===== src/rtl/pmem_scheduler_pkg.sv =====
// Shared LC-3b types used by the pmem scheduler.
// Holds the word type and the scheduler state encoding.
package lc3b_types;

  typedef logic [15:0] lc3b_word;

  typedef enum logic [1:0] {
    SCHED_IDLE,
    SCHED_I,
    SCHED_D
  } lc3b_sched_state;

endpackage


===== src/rtl/pmem_scheduler_sat_counter.sv =====
// Saturating up-counter; holds at all-ones.
// Used for the optional scheduler performance counters.
module sat_counter
  import lc3b_types::*;
#(
  parameter int width = 16
) (
  input  logic             clk,
  input  logic             rst,
  input  logic             inc,
  output logic [width-1:0] count
);

  always_ff @(posedge clk) begin
    if (rst)
      count <= '0;
    else if (inc && count != '1)
      count <= count + 1'b1;
  end

endmodule


===== src/rtl/pmem_scheduler.sv =====
// Arbitrates the pmem port between icache and dcache, dcache first.
// Perf counters are built only when PMEM_SCHED_PERF_EN is defined.
module pmem_scheduler
  import lc3b_types::*;
#(
  parameter int STARVE_LIMIT = 4,
  parameter int CNT_W        = 16
) (
  input  logic             clk,
  input  logic             rst,
  input  logic             icache_pmem_read,
  input  lc3b_word         icache_pmem_address,
  input  logic             dcache_pmem_read,
  input  logic             dcache_pmem_write,
  input  lc3b_word         dcache_pmem_address,
  input  logic             pmem_resp,
  output logic             icache_pmem_resp,
  output logic             dcache_pmem_resp,
  output lc3b_word         pmem_address,
  output logic             pmem_read,
  output logic             pmem_write,
  output logic             ld_regs,
  output logic [CNT_W-1:0] perf_igrant,
  output logic [CNT_W-1:0] perf_dgrant,
  output logic [CNT_W-1:0] perf_conflict
);

  localparam int SW = $clog2(STARVE_LIMIT + 1);
  localparam logic [SW-1:0] LIM = SW'(STARVE_LIMIT);

  lc3b_sched_state state;
  logic [SW-1:0]   starve_cnt;

  logic i_req, d_req;
  logic grant_i, grant_d, conflict;

  assign i_req = icache_pmem_read;
  assign d_req = dcache_pmem_read | dcache_pmem_write;

  // Icache wins only when alone or after the starvation bound is hit.
  assign grant_i = (state == SCHED_IDLE) && i_req &&
                   (!d_req || starve_cnt == LIM);
  assign grant_d = (state == SCHED_IDLE) && d_req && !grant_i;
  assign conflict = (grant_i | grant_d) & i_req & d_req;

  assign ld_regs = !(icache_pmem_read | dcache_pmem_read |
                     dcache_pmem_write);

  assign icache_pmem_resp = (state == SCHED_I) & pmem_resp;
  assign dcache_pmem_resp = (state == SCHED_D) & pmem_resp;

  always_ff @(posedge clk) begin
    if (rst) begin
      state        <= SCHED_IDLE;
      pmem_read    <= 1'b0;
      pmem_write   <= 1'b0;
      pmem_address <= '0;
      starve_cnt   <= '0;
    end else begin
      unique case (state)
        SCHED_IDLE: begin
          unique case (1'b1)
            grant_i: begin
              state        <= SCHED_I;
              pmem_address <= icache_pmem_address;
              pmem_read    <= 1'b1;
              pmem_write   <= 1'b0;
              starve_cnt   <= '0;
            end
            grant_d: begin
              state        <= SCHED_D;
              pmem_address <= dcache_pmem_address;
              pmem_write   <= dcache_pmem_write;
              pmem_read    <= !dcache_pmem_write;
              if (i_req && starve_cnt != LIM)
                starve_cnt <= starve_cnt + 1'b1;
            end
            default: ;
          endcase
        end
        SCHED_I, SCHED_D: begin
          if (pmem_resp) begin
            state      <= SCHED_IDLE;
            pmem_read  <= 1'b0;
            pmem_write <= 1'b0;
          end
        end
        default: state <= SCHED_IDLE;
      endcase
    end
  end

`ifdef PMEM_SCHED_PERF_EN
  sat_counter #(.width(CNT_W)) u_igrant (
    .clk(clk), .rst(rst), .inc(grant_i), .count(perf_igrant)
  );
  sat_counter #(.width(CNT_W)) u_dgrant (
    .clk(clk), .rst(rst), .inc(grant_d), .count(perf_dgrant)
  );
  sat_counter #(.width(CNT_W)) u_conflict (
    .clk(clk), .rst(rst), .inc(conflict), .count(perf_conflict)
  );
`else
  assign perf_igrant   = '0;
  assign perf_dgrant   = '0;
  assign perf_conflict = '0;
`endif

endmodule

===== config.mk =====
export PLATFORM = sky130hd
export DESIGN_NAME = pmem_scheduler
export DESIGN_NICKNAME = d
export VERILOG_FILES = /design/src/rtl/pmem_scheduler_pkg.sv /design/src/rtl/pmem_scheduler_sat_counter.sv /design/src/rtl/pmem_scheduler.sv
export SDC_FILE = /design/constraint.sdc
export NUM_CORES = 1
export LEC_CHECK = 0
export BUFFER_PORTS_ARGS = -buffer_cell sky130_fd_sc_hd__buf_4
export CAP_MARGIN = 20
export CORE_MARGIN = 5
export CORE_UTILIZATION = 37
export DETAILED_ROUTE_END_ITERATION = 10
export HOLD_SLACK_MARGIN = 0.05
export PLACE_DENSITY = 0.78
export SLEW_MARGIN = 25
export SYNTH_ARGS = -nofsm -noshare
export SYNTH_HDL_FRONTEND = slang
export SYNTH_SLANG_ARGS = --single-unit
export TNS_END_PERCENT = 100

===== constraint.sdc =====
create_clock -name clk -period 1.4 [get_ports clk]
set_input_delay 0.14 -clock clk [delete_from_list [all_inputs] [get_ports clk]]
set_output_delay 0.14 -clock clk [all_outputs]
set_load 0.01 [all_outputs]

==> implementation parameters, run 1 <==
Parameter                              Value

Run status
  Violations in the final reports    negative setup slack
  Run status    finished with violations

Final layout
  Area of combinational cells with multiple inputs    about 940 um^2
  Fraction of final layout cells with drive strength greater than 1    50.7%
  Area added between synthesis and finish    42.8%
  Register Area    roughly 470 um^2
  Antenna cell count    0
  Final non-filler cell total    about 320
  Number of nets in the finished design    between 300 and 400
  Fin util    approximately 55%
  Number of inserted filler cells in the final layout    389

Synth
  Average cell area after synthesis    between 8 and 9 um^2
  Summed instance area of the synthesized netlist    between 0.0015 and 0.002 mm^2
  Synth warnings    0
  Sequential fraction of the synthesis area    29.6%
  Count of flip-flops with a built-in enable after synthesis    0
  Ys async rst share    0%
  Number of distinct library cells after synthesis    31
  Instance count of the mapped netlist    186
  Primary FF master, synth    sky130_fd_sc_hd__dfxtp_1
  Number of storage elements in the synthesis netlist    23

STA
  Smallest setup slack after layout    -0.0128 ns
  Layout Skew    roughly 0.004 ns
  Number of pins with negative max-slew slack in the final report    0
  Post-layout min period    between 1 and 1.5 ns
  Final critical-path share of the clock period    101%
  Maximum clock rate    708 MHz
  Final hold violation count    0
  Setup violators final    3
  Setup_tns    -0.0262 ns
  RSZ-0062 raised after global routing    true

Hold path
  Kind of path behind the tightest hold check    in -> reg

Route
  Drt first-iter violations    10
  Drt wl/cell    12.6 um
  Ratio of routed vias to standard cells    between 4 and 5
  DRC violation count after routing    0
  ANT nets after route    0
  1st-pass router iterations    4
  Total Wirelength    about 4000 um
  Vias    about 1400

Floorplanning
  Die area    between 0.005 and 0.006 mm^2
  CORE AREA    0.00403 mm^2
  Site Rows    23
  X dimension of the die    approximately 75 um
  Initial core utilization    around two fifths
  I/O pin count    approximately 110
  Vertical die dimension    approximately 75 um

Critical path
  Top fanout value on the critical path    8
  Slowest cell on the critical path    sky130_fd_sc_hd__dfxtp_2
  Data required, critical path    approximately 1.6 ns
  Source of the worst register-to-register timing path    starve_cnt[0]
  CP max stage delay    approximately 0.35 ns
  R2R cell count    7
  Cells along the critical path    inv_2, ha_4, nand3_4, and3b_2, buf_6, nand2_1, a311oi_1
  Crit end category    flip-flop
  WP data arrival    1.59 ns
  Startpoint-to-endpoint class of the critical path    reg -> reg
  Reg2reg end    pmem_address[8]
  Worst setup path end    pmem_address[8]
  R2r setup slk    -0.01 ns
  Startpoint Class    flip-flop
  Beginning of the critical path    starve_cnt[0]

GRT
  First-pass GRT wire length    5700 um
  Global router's overall resource usage    between 10% and 20%
  Number of antenna violations at the first check in global routing    0
  Via count of the first global-routing pass    approximately 1300
  Grt ovf    0
  Pin count of the biggest net entering global routing    24

Clocking
  CTS Sinks    23
  TritonCTS Buffers    3
  CTS tree    built
  Clock-pin slew of the registers on the worst-case setup and hold paths    around 0.090 ns
  H-tree depth reported by CTS    1
  Number of buffers on the longest clock path    2
  Clock root cell    sky130_fd_sc_hd__clkbuf_8
  Worst-skew pair later-pin latency    between 0.2 and 0.3 ns
  Number of hold buffers added after cts    0

Run
  Maximum capacitance violations    0

Power
  P per Cell Area    1590 mW/mm^2
  Peak VDD IR    just over 0.7 mV
  Leak Pwr    1.08 nW

Place
  Dpl hpwl    roughly 3000 um
  Routability congestion estimate    about 0.77
  PortBufs    58
  Placed cells    roughly 300
## critical path: cells and delay by family (launching register included)
| kind | cells | cell delay, ns |
|---|---|---|
| and+or+nand+nor | 3 | 0.38 |
| DFF | 1 | 0.35 |
| AOI/OAI and AO/OA | 1 | 0.24 |
| buffers and inverters | 2 | 0.20 |
| adders and majority gates | 1 | 0.16 |
## cell usage after synthesis (2+ instances only)
| cell | n | area, um^2 |
|---|---|---|
| sky130_fd_sc_hd__ha_1 | 5 | 62.6 |
| sky130_fd_sc_hd__a311oi_2 | 7 | 105 |
| sky130_fd_sc_hd__nor2_1 | 21 | 78.8 |
| sky130_fd_sc_hd__o21ai_0 | 3 | 15.0 |
| sky130_fd_sc_hd__buf_2 | 3 | 15.0 |
| sky130_fd_sc_hd__buf_4 | 50 | 375 |
| sky130_fd_sc_hd__a32oi_1 | 2 | 17.5 |
| sky130_fd_sc_hd__a21oi_1 | 5 | 25.0 |
| sky130_fd_sc_hd__nand2_2 | 7 | 43.8 |
| sky130_fd_sc_hd__and2_1 | 2 | 12.5 |
| sky130_fd_sc_hd__inv_1 | 4 | 15.0 |
| sky130_fd_sc_hd__nand2_1 | 28 | 105 |
| sky130_fd_sc_hd__dfxtp_1 | 23 | 460 |
| sky130_fd_sc_hd__a311oi_1 | 9 | 78.8 |
## cell type report
| type | instances | area share, % |
|---|---|---|
| inverter | 4 | 0.677 |
| tap | 50 | 2.82 |
| timing repair buffer | 88 | 31.0 |
| clock buffer | 4 | 2.03 |
| sequential | 23 | 21.0 |
| multi-input combinational | 149 | 42.5 |
## kinds of logic after synthesis
family / after synthesis / share of synthesized area, %
multiplexers: 1 / 0.644
buffers and inverters: 61 / 28.6
AO/OA/AOI/OAI: 27 / 16.2
flip-flops: 23 / 29.6
AND/OR/NAND/NOR: 68 / 20.7
adder cells (fa/ha/maj): 5 / 4.03
other: 1 / 0.241
## worst min-delay path by stage
stage | from | to | slack [ns] | depth (start not counted)
finish | dcache_pmem_address[6] | pmem_address[6] | 0.15 | 3
global route | dcache_pmem_address[6] | pmem_address[6] | 0.14 | 3
CTS | icache_pmem_address[2] | pmem_address[2] | 0.14 | 3
detailed placement | icache_pmem_address[8] | pmem_address[8] | 0.43 | 3
global placement | dcache_pmem_address[7] | pmem_address[7] | 0.42 | 3
floorplan | rst | pmem_address[15] | 0.21 | 1
## flip-flops by register name (all words and copies together) (netlist names)
signal	flops
pmem_address	16
pmem_read	1
pmem_write	1
starve_cnt	3
state	2
## metal layers
| metal | vias to the layer above | track usage, % | share of wire, % |
|---|---|---|---|
| met5 | - | 0 | 0 |
| met2 | 64 | 24.2 | 51 |
| met1 | 653 | 14.6 | 39 |
| met3 | 4 | 2.00 | 9.0 |
| li1 | 693 | - | - |
| met4 | 0 | 2.96 | 0.90 |
## through the flow
| stage | setup slack, ns | area, um^2 | power, W | hold slack, ns |
|---|---|---|---|---|
| 4_1_cts | -0.00508 | 2090 | 0.00326 | 0.141 |
| 2_1_floorplan | 0.0000669 | 1750 | 0.00209 | 0.212 |
| 3_3_place_gp | 0.0160 | 1920 | 0.00254 | 0.421 |
| 6_report | -0.0128 | 2220 | 0.00354 | 0.151 |
| 5_1_grt | -0.106 | 2220 | 0.00379 | 0.142 |
| 3_5_place_dp | -0.0805 | 1920 | 0.00259 | 0.426 |
## what timing repair did
action                                  in CTS  in global routing
pin swaps                                    7                 14
gates cloned                                 0                  1
gates resized for setup                     12                 23
setup buffers                               10                  6
endpoints found under the setup margin      18                 22
## cells in the final DEF (no fill, tap or decap)
master                     Yosys  final
sky130_fd_sc_hd__a21oi_2       0      1
sky130_fd_sc_hd__nand2_2       7     11
sky130_fd_sc_hd__a311oi_2      7     14
sky130_fd_sc_hd__conb_1        1     48
sky130_fd_sc_hd__dfxtp_2       0      4
sky130_fd_sc_hd__a311oi_1      9      2
sky130_fd_sc_hd__nor2b_4       0      1
sky130_fd_sc_hd__buf_4        50     83
sky130_fd_sc_hd__buf_12        1      1
sky130_fd_sc_hd__nand2b_1      1      1
sky130_fd_sc_hd__nor3_1        1      1
sky130_fd_sc_hd__and3b_2       0      1
sky130_fd_sc_hd__clkbuf_1      1      1
sky130_fd_sc_hd__dfxtp_1      23     19
sky130_fd_sc_hd__a21oi_1       5      4
sky130_fd_sc_hd__ha_1          5      3
sky130_fd_sc_hd__nor2_1       21     20
sky130_fd_sc_hd__mux2i_1       1      1
sky130_fd_sc_hd__a21bo_4       0      1
sky130_fd_sc_hd__or4b_4        0      1
sky130_fd_sc_hd__nand2_1      28     24
sky130_fd_sc_hd__inv_2         0      4
sky130_fd_sc_hd__nand3b_2      1      1
sky130_fd_sc_hd__buf_6         1      4
sky130_fd_sc_hd__nand4b_1      1      1
sky130_fd_sc_hd__o21ai_1       0      2
sky130_fd_sc_hd__o21ai_0       3      1
sky130_fd_sc_hd__ha_4          0      2
sky130_fd_sc_hd__nor2_2        0      1
sky130_fd_sc_hd__and2_1        2      2
sky130_fd_sc_hd__nand3_4       0      1
sky130_fd_sc_hd__clkbuf_8      0      3
sky130_fd_sc_hd__a32oi_1       2      2
sky130_fd_sc_hd__nand3_2       1      1
sky130_fd_sc_hd__nor3_2        1      1
## report_power, final
part,internal [W],total (W),switching (W)
clock network,0.000203,0.000426,0.000222
logic,0.00112,0.00215,0.00103
registers,0.000856,0.000960,0.000104
No activity file was read; power rests on OpenSTA's default activity.
==> inputs of run 2 (changes only) <==
--- a/config.mk
+++ b/config.mk
@@ -8,10 +8,10 @@
 export BUFFER_PORTS_ARGS = -buffer_cell sky130_fd_sc_hd__buf_4
 export CAP_MARGIN = 20
 export CORE_MARGIN = 5
-export CORE_UTILIZATION = 37
+export CORE_UTILIZATION = 41
 export DETAILED_ROUTE_END_ITERATION = 10
 export HOLD_SLACK_MARGIN = 0.05
-export PLACE_DENSITY = 0.78
+export PLACE_DENSITY = 0.82
 export SLEW_MARGIN = 25
 export SYNTH_ARGS = -nofsm -noshare
 export SYNTH_HDL_FRONTEND = slang
==> constraint.sdc (replaced) <==
create_clock -name clk -period 1.6 [get_ports clk]
set_input_delay 0.16 -clock clk [delete_from_list [all_inputs] [get_ports clk]]
set_output_delay 0.16 -clock clk [all_outputs]
set_load 0.01 [all_outputs]
==> run 2 against run 1 <==
Net effect: the flow now finishes without violations; sequential cell count unchanged; wire length decreased by 16%; power decreased by 28%; clock-buffer cell count decreased by 1; clock power decreased by 16%; clock skew about the same; critical path depth unchanged; largest cell class unchanged; largest power group unchanged.
==> implementation parameters, run 2 (synthesis results as in run 1) <==
Parameter                              Value

Floorplanning
  CORE AREA    around 0.0037 mm^2
  Vertical die dimension    approximately 72 um
  Initial core utilization    42.4%
  X dimension of the die    approximately 70 um
  I/O pin count    about 110
  Site Rows    22
  Die area    roughly 0.0051 mm^2

Critical path
  WP data arrival    approximately 1.7 ns
  Crit end category    flip-flop
  Startpoint-to-endpoint class of the critical path    reg -> reg
  Startpoint Class    flip-flop
  Top fanout value on the critical path    15
  Data required, critical path    between 1.5 and 2 ns

GRT
  Global router's overall resource usage    a little under an eighth
  Via count of the first global-routing pass    ~1100
  Pin count of the biggest net entering global routing    24
  First-pass GRT wire length    just under 5000 um
  Grt ovf    0
  Number of antenna violations at the first check in global routing    0

Final layout
  Number of flip-flops in the largest register    16
  Top reg by flops    pmem_address
  Biggest registers after layout    pmem_address x16, starve_cnt x3, state x2
  Area added between synthesis and finish    23.7%
  Antenna cell count    0
  Fraction of final layout cells with drive strength greater than 1    between 30% and 40%
  Final non-filler cell total    290
  Number of nets in the finished design    286
  Most common cell after layout, fill and taps aside    sky130_fd_sc_hd__buf_4
  Most frequent cells in the layout    sky130_fd_sc_hd__buf_4 (59), sky130_fd_sc_hd__conb_1 (48), sky130_fd_sc_hd__nand2_1 (28)

Route
  Drt first-iter violations    between 50 and 60
  Total length of routed met3 wires    between 300 and 400 um
  Routed metal-1 wire length    1310 um
  DRC violation count after routing    0
  Total Wirelength    approximately 3400 um
  Ratio of routed vias to standard cells    4.33
  Vias    about 1300
  ANT nets after route    0
  Drt wl/cell    ~12 um
  1st-pass router iterations    4
  Highest metal layer used by the detailed router    met4
  Routed wl met2    1640 um

Run status
  Run status    complete, no violations

STA
  RSZ-0062 raised after global routing    true
  Layout Skew    around 0.0041 ns
  Setup_tns    0 ns
  Setup violators final    0
  Number of pins with negative max-slew slack in the final report    0
  Final hold violation count    0
  Post-layout min period    1.52 ns
  Final critical-path share of the clock period    a little over nine tenths
  Maximum clock rate    around 660 MHz

Place
  Routability congestion estimate    approximately 0.77
  Dpl hpwl    about 2700 um
  Placed cells    286
  PortBufs    between 50 and 60

Clocking
  Number of hold buffers added after cts    0
  Number of buffers on the longest clock path    2
  Clock root cell    sky130_fd_sc_hd__clkbuf_8
  Post-CTS Setup Bufs    0
  TritonCTS Buffers    3
  Worst-skew pair later-pin latency    0.26 ns
  CTS tree    built
  Clock-pin slew of the registers on the worst-case setup and hold paths    approximately 0.080 ns
  H-tree depth reported by CTS    1
  CTS Sinks    23

Power
  P per Cell Area    between 1000 and 1500 mW/mm^2
  Peak VDD IR    ~0.50 mV
  Total power    ~0.0026 W
  Leak Pwr    around 0.94 nW

Run
  Maximum capacitance violations    0

Hold path
  Kind of path behind the tightest hold check    in -> reg
run 2: final timing paths:
path,start,to,slack (ns),depth (start not counted)
setup / recovery,starve_cnt[0],pmem_address[4],0.08,7
hold / removal,icache_pmem_address[8],pmem_address[8],0.16,3
setup reg to reg,starve_cnt[0],pmem_address[4],0.08,7
hold reg to reg,starve_cnt[0],starve_cnt[0],0.48,2
run 2: cell type report:
cell class                      instances  area [um^2]
Tap cell                               48         60.1
Clock buffer                            3         41.3
Inverter                                4         15.0
Timing Repair Buffer                   62          494
Clock inverter                          1         5.00
Sequential cell                        23          463
Fill cell                             378         1740
Multi-Input combinational cell        149          843
run 2: critical path: stages, from the launching register on:
cell                       delay, ns
sky130_fd_sc_hd__dfxtp_2        0.34
sky130_fd_sc_hd__inv_1          0.05
sky130_fd_sc_hd__ha_1           0.22
sky130_fd_sc_hd__nand3_2        0.11
sky130_fd_sc_hd__and3b_2        0.23
sky130_fd_sc_hd__buf_12         0.15
sky130_fd_sc_hd__nand2_1        0.07
sky130_fd_sc_hd__a311oi_2       0.26
run 2: routing by layer:
metal	vias up	track usage, %
li1	638	-
met1	555	15.2
met2	60	19.2
met3	4	2.24
met4	0	5.64
met5	-	0
run 2: report_power, final:
part / total, W / leakage (nW) / switching (W) / internal [W]
registers: 0.000840 / 0.191 / 0.0000940 / 0.000746
clock network: 0.000357 / 0.0255 / 0.000183 / 0.000174
logic: 0.00137 / 0.725 / 0.000718 / 0.000650
run 2: metrics by stage:
step                      hold WS [ns]  cell area, um^2  worst slack (ns)  utilization [%]
after floorplan                  0.232             1730             0.130                -
after global placement           0.437             1850             0.121             50.6
after detailed placement         0.443             1850            0.0316             50.6
after CTS                        0.158             1900            0.0156             51.9
after global routing             0.159             1920           -0.0194             52.5
final                            0.163             1920            0.0844             52.5
run 2: timing repair:
item                                   4_1_cts  5_1_grt
endpoints found under the hold margin        0        0
setup endpoints to repair                    0       17
gates resized for setup                      0        8
==> inputs of run 3 (changes only) <==
--- a/config.mk
+++ b/config.mk
@@ -7,11 +7,13 @@
 export LEC_CHECK = 0
 export BUFFER_PORTS_ARGS = -buffer_cell sky130_fd_sc_hd__buf_4
 export CAP_MARGIN = 20
+export CORE_ASPECT_RATIO = 2
 export CORE_MARGIN = 5
-export CORE_UTILIZATION = 41
+export CORE_UTILIZATION = 45
+export CTS_CLUSTER_SIZE = 12
 export DETAILED_ROUTE_END_ITERATION = 10
 export HOLD_SLACK_MARGIN = 0.05
-export PLACE_DENSITY = 0.82
+export PLACE_DENSITY = 0.88
 export SLEW_MARGIN = 25
 export SYNTH_ARGS = -nofsm -noshare
 export SYNTH_HDL_FRONTEND = slang
==> constraint.sdc (replaced) <==
create_clock -name clk -period 1.75 [get_ports clk]
set_input_delay 0.175 -clock clk [delete_from_list [all_inputs] [get_ports clk]]
set_output_delay 0.175 -clock clk [all_outputs]
set_load 0.01 [all_outputs]
==> run 3 against run 2 <==
Net effect: clock power fell by 10%; global-route usage up 2.8 points; final area down 2.3%; first-iteration DRC count is 59% lower; non-clock buffer count decreased by 2; sequential power decreased by 8.2%; combinational power decreased by 11%; clock skew fell by 0.0017 ns; wire length increased by 5.8%; critical path type unchanged; critical endpoint is now pmem_address[2]; highest routed layer unchanged.
==> implementation parameters, run 3 (synthesis results as in run 1) <==
Parameter                              Value

Final layout
  Number of flip-flops in the largest register    16
  Antenna cell count    0
  Biggest registers after layout    pmem_address x16, starve_cnt x3, state x2
  Fraction of final layout cells with drive strength greater than 1    35.4%
  Final instance area    around 0.0019 mm^2
  Area added between synthesis and finish    20.9%
  Top reg by flops    pmem_address
  Most common cell after layout, fill and taps aside    sky130_fd_sc_hd__buf_4
  Most frequent cells in the layout    sky130_fd_sc_hd__buf_4 (58), sky130_fd_sc_hd__conb_1 (48), sky130_fd_sc_hd__nand2_1 (28)
  Number of nets in the finished design    284

Route
  1st-pass router iterations    4
  ANT nets after route    0
  Drt first-iter violations    22
  DRC violation count after routing    0
  Total Wirelength    approximately 3600 um
  Ratio of routed vias to standard cells    4.76
  Drt wl/cell    between 10 and 15 um
  Vias    approximately 1300

Place
  PortBufs    between 50 and 60
  Cell area after placement    roughly 0.0018 mm^2
  Dpl hpwl    between 2000 and 3000 um
  Routability congestion estimate    0.765
  Pre-CTS setup slack    between 0.03 and 0.04 ns

Critical path
  WP data arrival    about 1.8 ns
  Startpoint-to-endpoint class of the critical path    reg -> reg
  CP max stage delay    between 0.3 and 0.4 ns
  Data required, critical path    between 1.5 and 2 ns
  Top fanout value on the critical path    16
  Cells along the critical path    inv_1, ha_1, nand3_2, and3b_2, buf_12, nand2_1, a311oi_2
  Slowest cell on the critical path    sky130_fd_sc_hd__dfxtp_1
  Crit end category    flip-flop
  Startpoint Class    flip-flop

Clocking
  CTS Sinks    23
  Worst-skew pair later-pin latency    between 0.2 and 0.3 ns
  Clock-pin slew of the registers on the worst-case setup and hold paths    ~0.080 ns
  TritonCTS Buffers    3
  Clock root cell    sky130_fd_sc_hd__clkbuf_8
  Post-CTS Setup Bufs    0
  H-tree depth reported by CTS    1
  Number of buffers on the longest clock path    2
  CTS tree    built

STA
  Setup_tns    0 ns
  RSZ-0062 raised after global routing    false
  Maximum clock rate    between 600 and 700 MHz
  Worst hold slack across all endpoints    about 0.18 ns
  Layout Skew    between 0.002 and 0.0025 ns
  Smallest setup slack after layout    ~0.14 ns
  Final hold violation count    0
  Setup violators final    0
  Number of pins with negative max-slew slack in the final report    0
  Final critical-path share of the clock period    around 90%
  Post-layout min period    roughly 1.6 ns

Power
  Peak VDD IR    approximately 0.66 mV
  P per Cell Area    around 1200 mW/mm^2
  Leak Pwr    around 0.9 nW
  Total power    roughly 0.0023 W

GRT
  Via count of the first global-routing pass    roughly 1300
  Pin count of the biggest net entering global routing    35
  Global router's overall resource usage    between 10 and 15%
  First-pass GRT wire length    roughly 5600 um
  Grt ovf    0
  Number of antenna violations at the first check in global routing    0

Floorplanning
  Vertical die dimension    93.1 um
  X dimension of the die    roughly 52 um
  Die area    between 0.004 and 0.005 mm^2
  Site Rows    30
  I/O pin count    107
  Initial core utilization    a little under half
  CORE AREA    ~0.0034 mm^2

Run
  Maximum capacitance violations    0

Run status
  Run status    complete, no violations

Hold path
  Kind of path behind the tightest hold check    in -> reg
[run 3: worst max-delay path, delay by kind of cell, from the launching register on]
kind,cells,cell delay [ns]
AND/OR/NAND/NOR,3,0.43
flip-flops,1,0.36
AO/OA/AOI/OAI,1,0.28
buffers and inverters,2,0.23
adder cells (fa/ha/maj),1,0.22
[run 3: worst paths after layout]
path / from / endpoint / slack (ns) / cells after the start
setup reg to reg: starve_cnt[0] / pmem_address[2] / 0.14 / 7
hold reg to reg: starve_cnt[0] / starve_cnt[0] / 0.48 / 2
hold / removal: icache_pmem_address[3] / pmem_address[3] / 0.18 / 3
setup / recovery: starve_cnt[0] / pmem_address[2] / 0.14 / 7
[run 3: what timing repair did]
item / CTS / global route
resized for setup: 0 / 3
endpoints found under the setup margin: 0 / 9
hold buffers: 0 / 0
[run 3: where the power goes]
part	internal, W	leakage (nW)	switching (W)
Clock	0.000162	0.0228	0.000159
Combinational	0.000553	0.711	0.000665
Sequential	0.000681	0.190	0.0000902
[run 3: final cells by class]
type,instances,area [um^2]
inverters,4,15.0
well taps,32,40.0
repair buffers,60,475
clock buffers,4,45.0
multi-input cells,149,842
flip-flops and latches,23,460
fillers,313,1500
[run 3: routing by layer]
| metal | vias to the layer above | wire length, um | GRT usage, % |
|---|---|---|---|
| met3 | 4 | 264 | 2.39 |
| li1 | 635 | - | - |
| met1 | 587 | 1220 | 14.3 |
| met5 | - | 0 | 0 |
| met4 | 0 | 65 | 5.69 |
| met2 | 70 | 2010 | 29.0 |
[run 3: through the flow]
stage | instances | util [%]
2_1_floorplan | 233 | -
3_3_place_gp | 268 | 53.9
3_5_place_dp | 268 | 53.9
4_1_cts | 272 | 55.2
5_1_grt | 272 | 55.6
6_report | 272 | 55.6
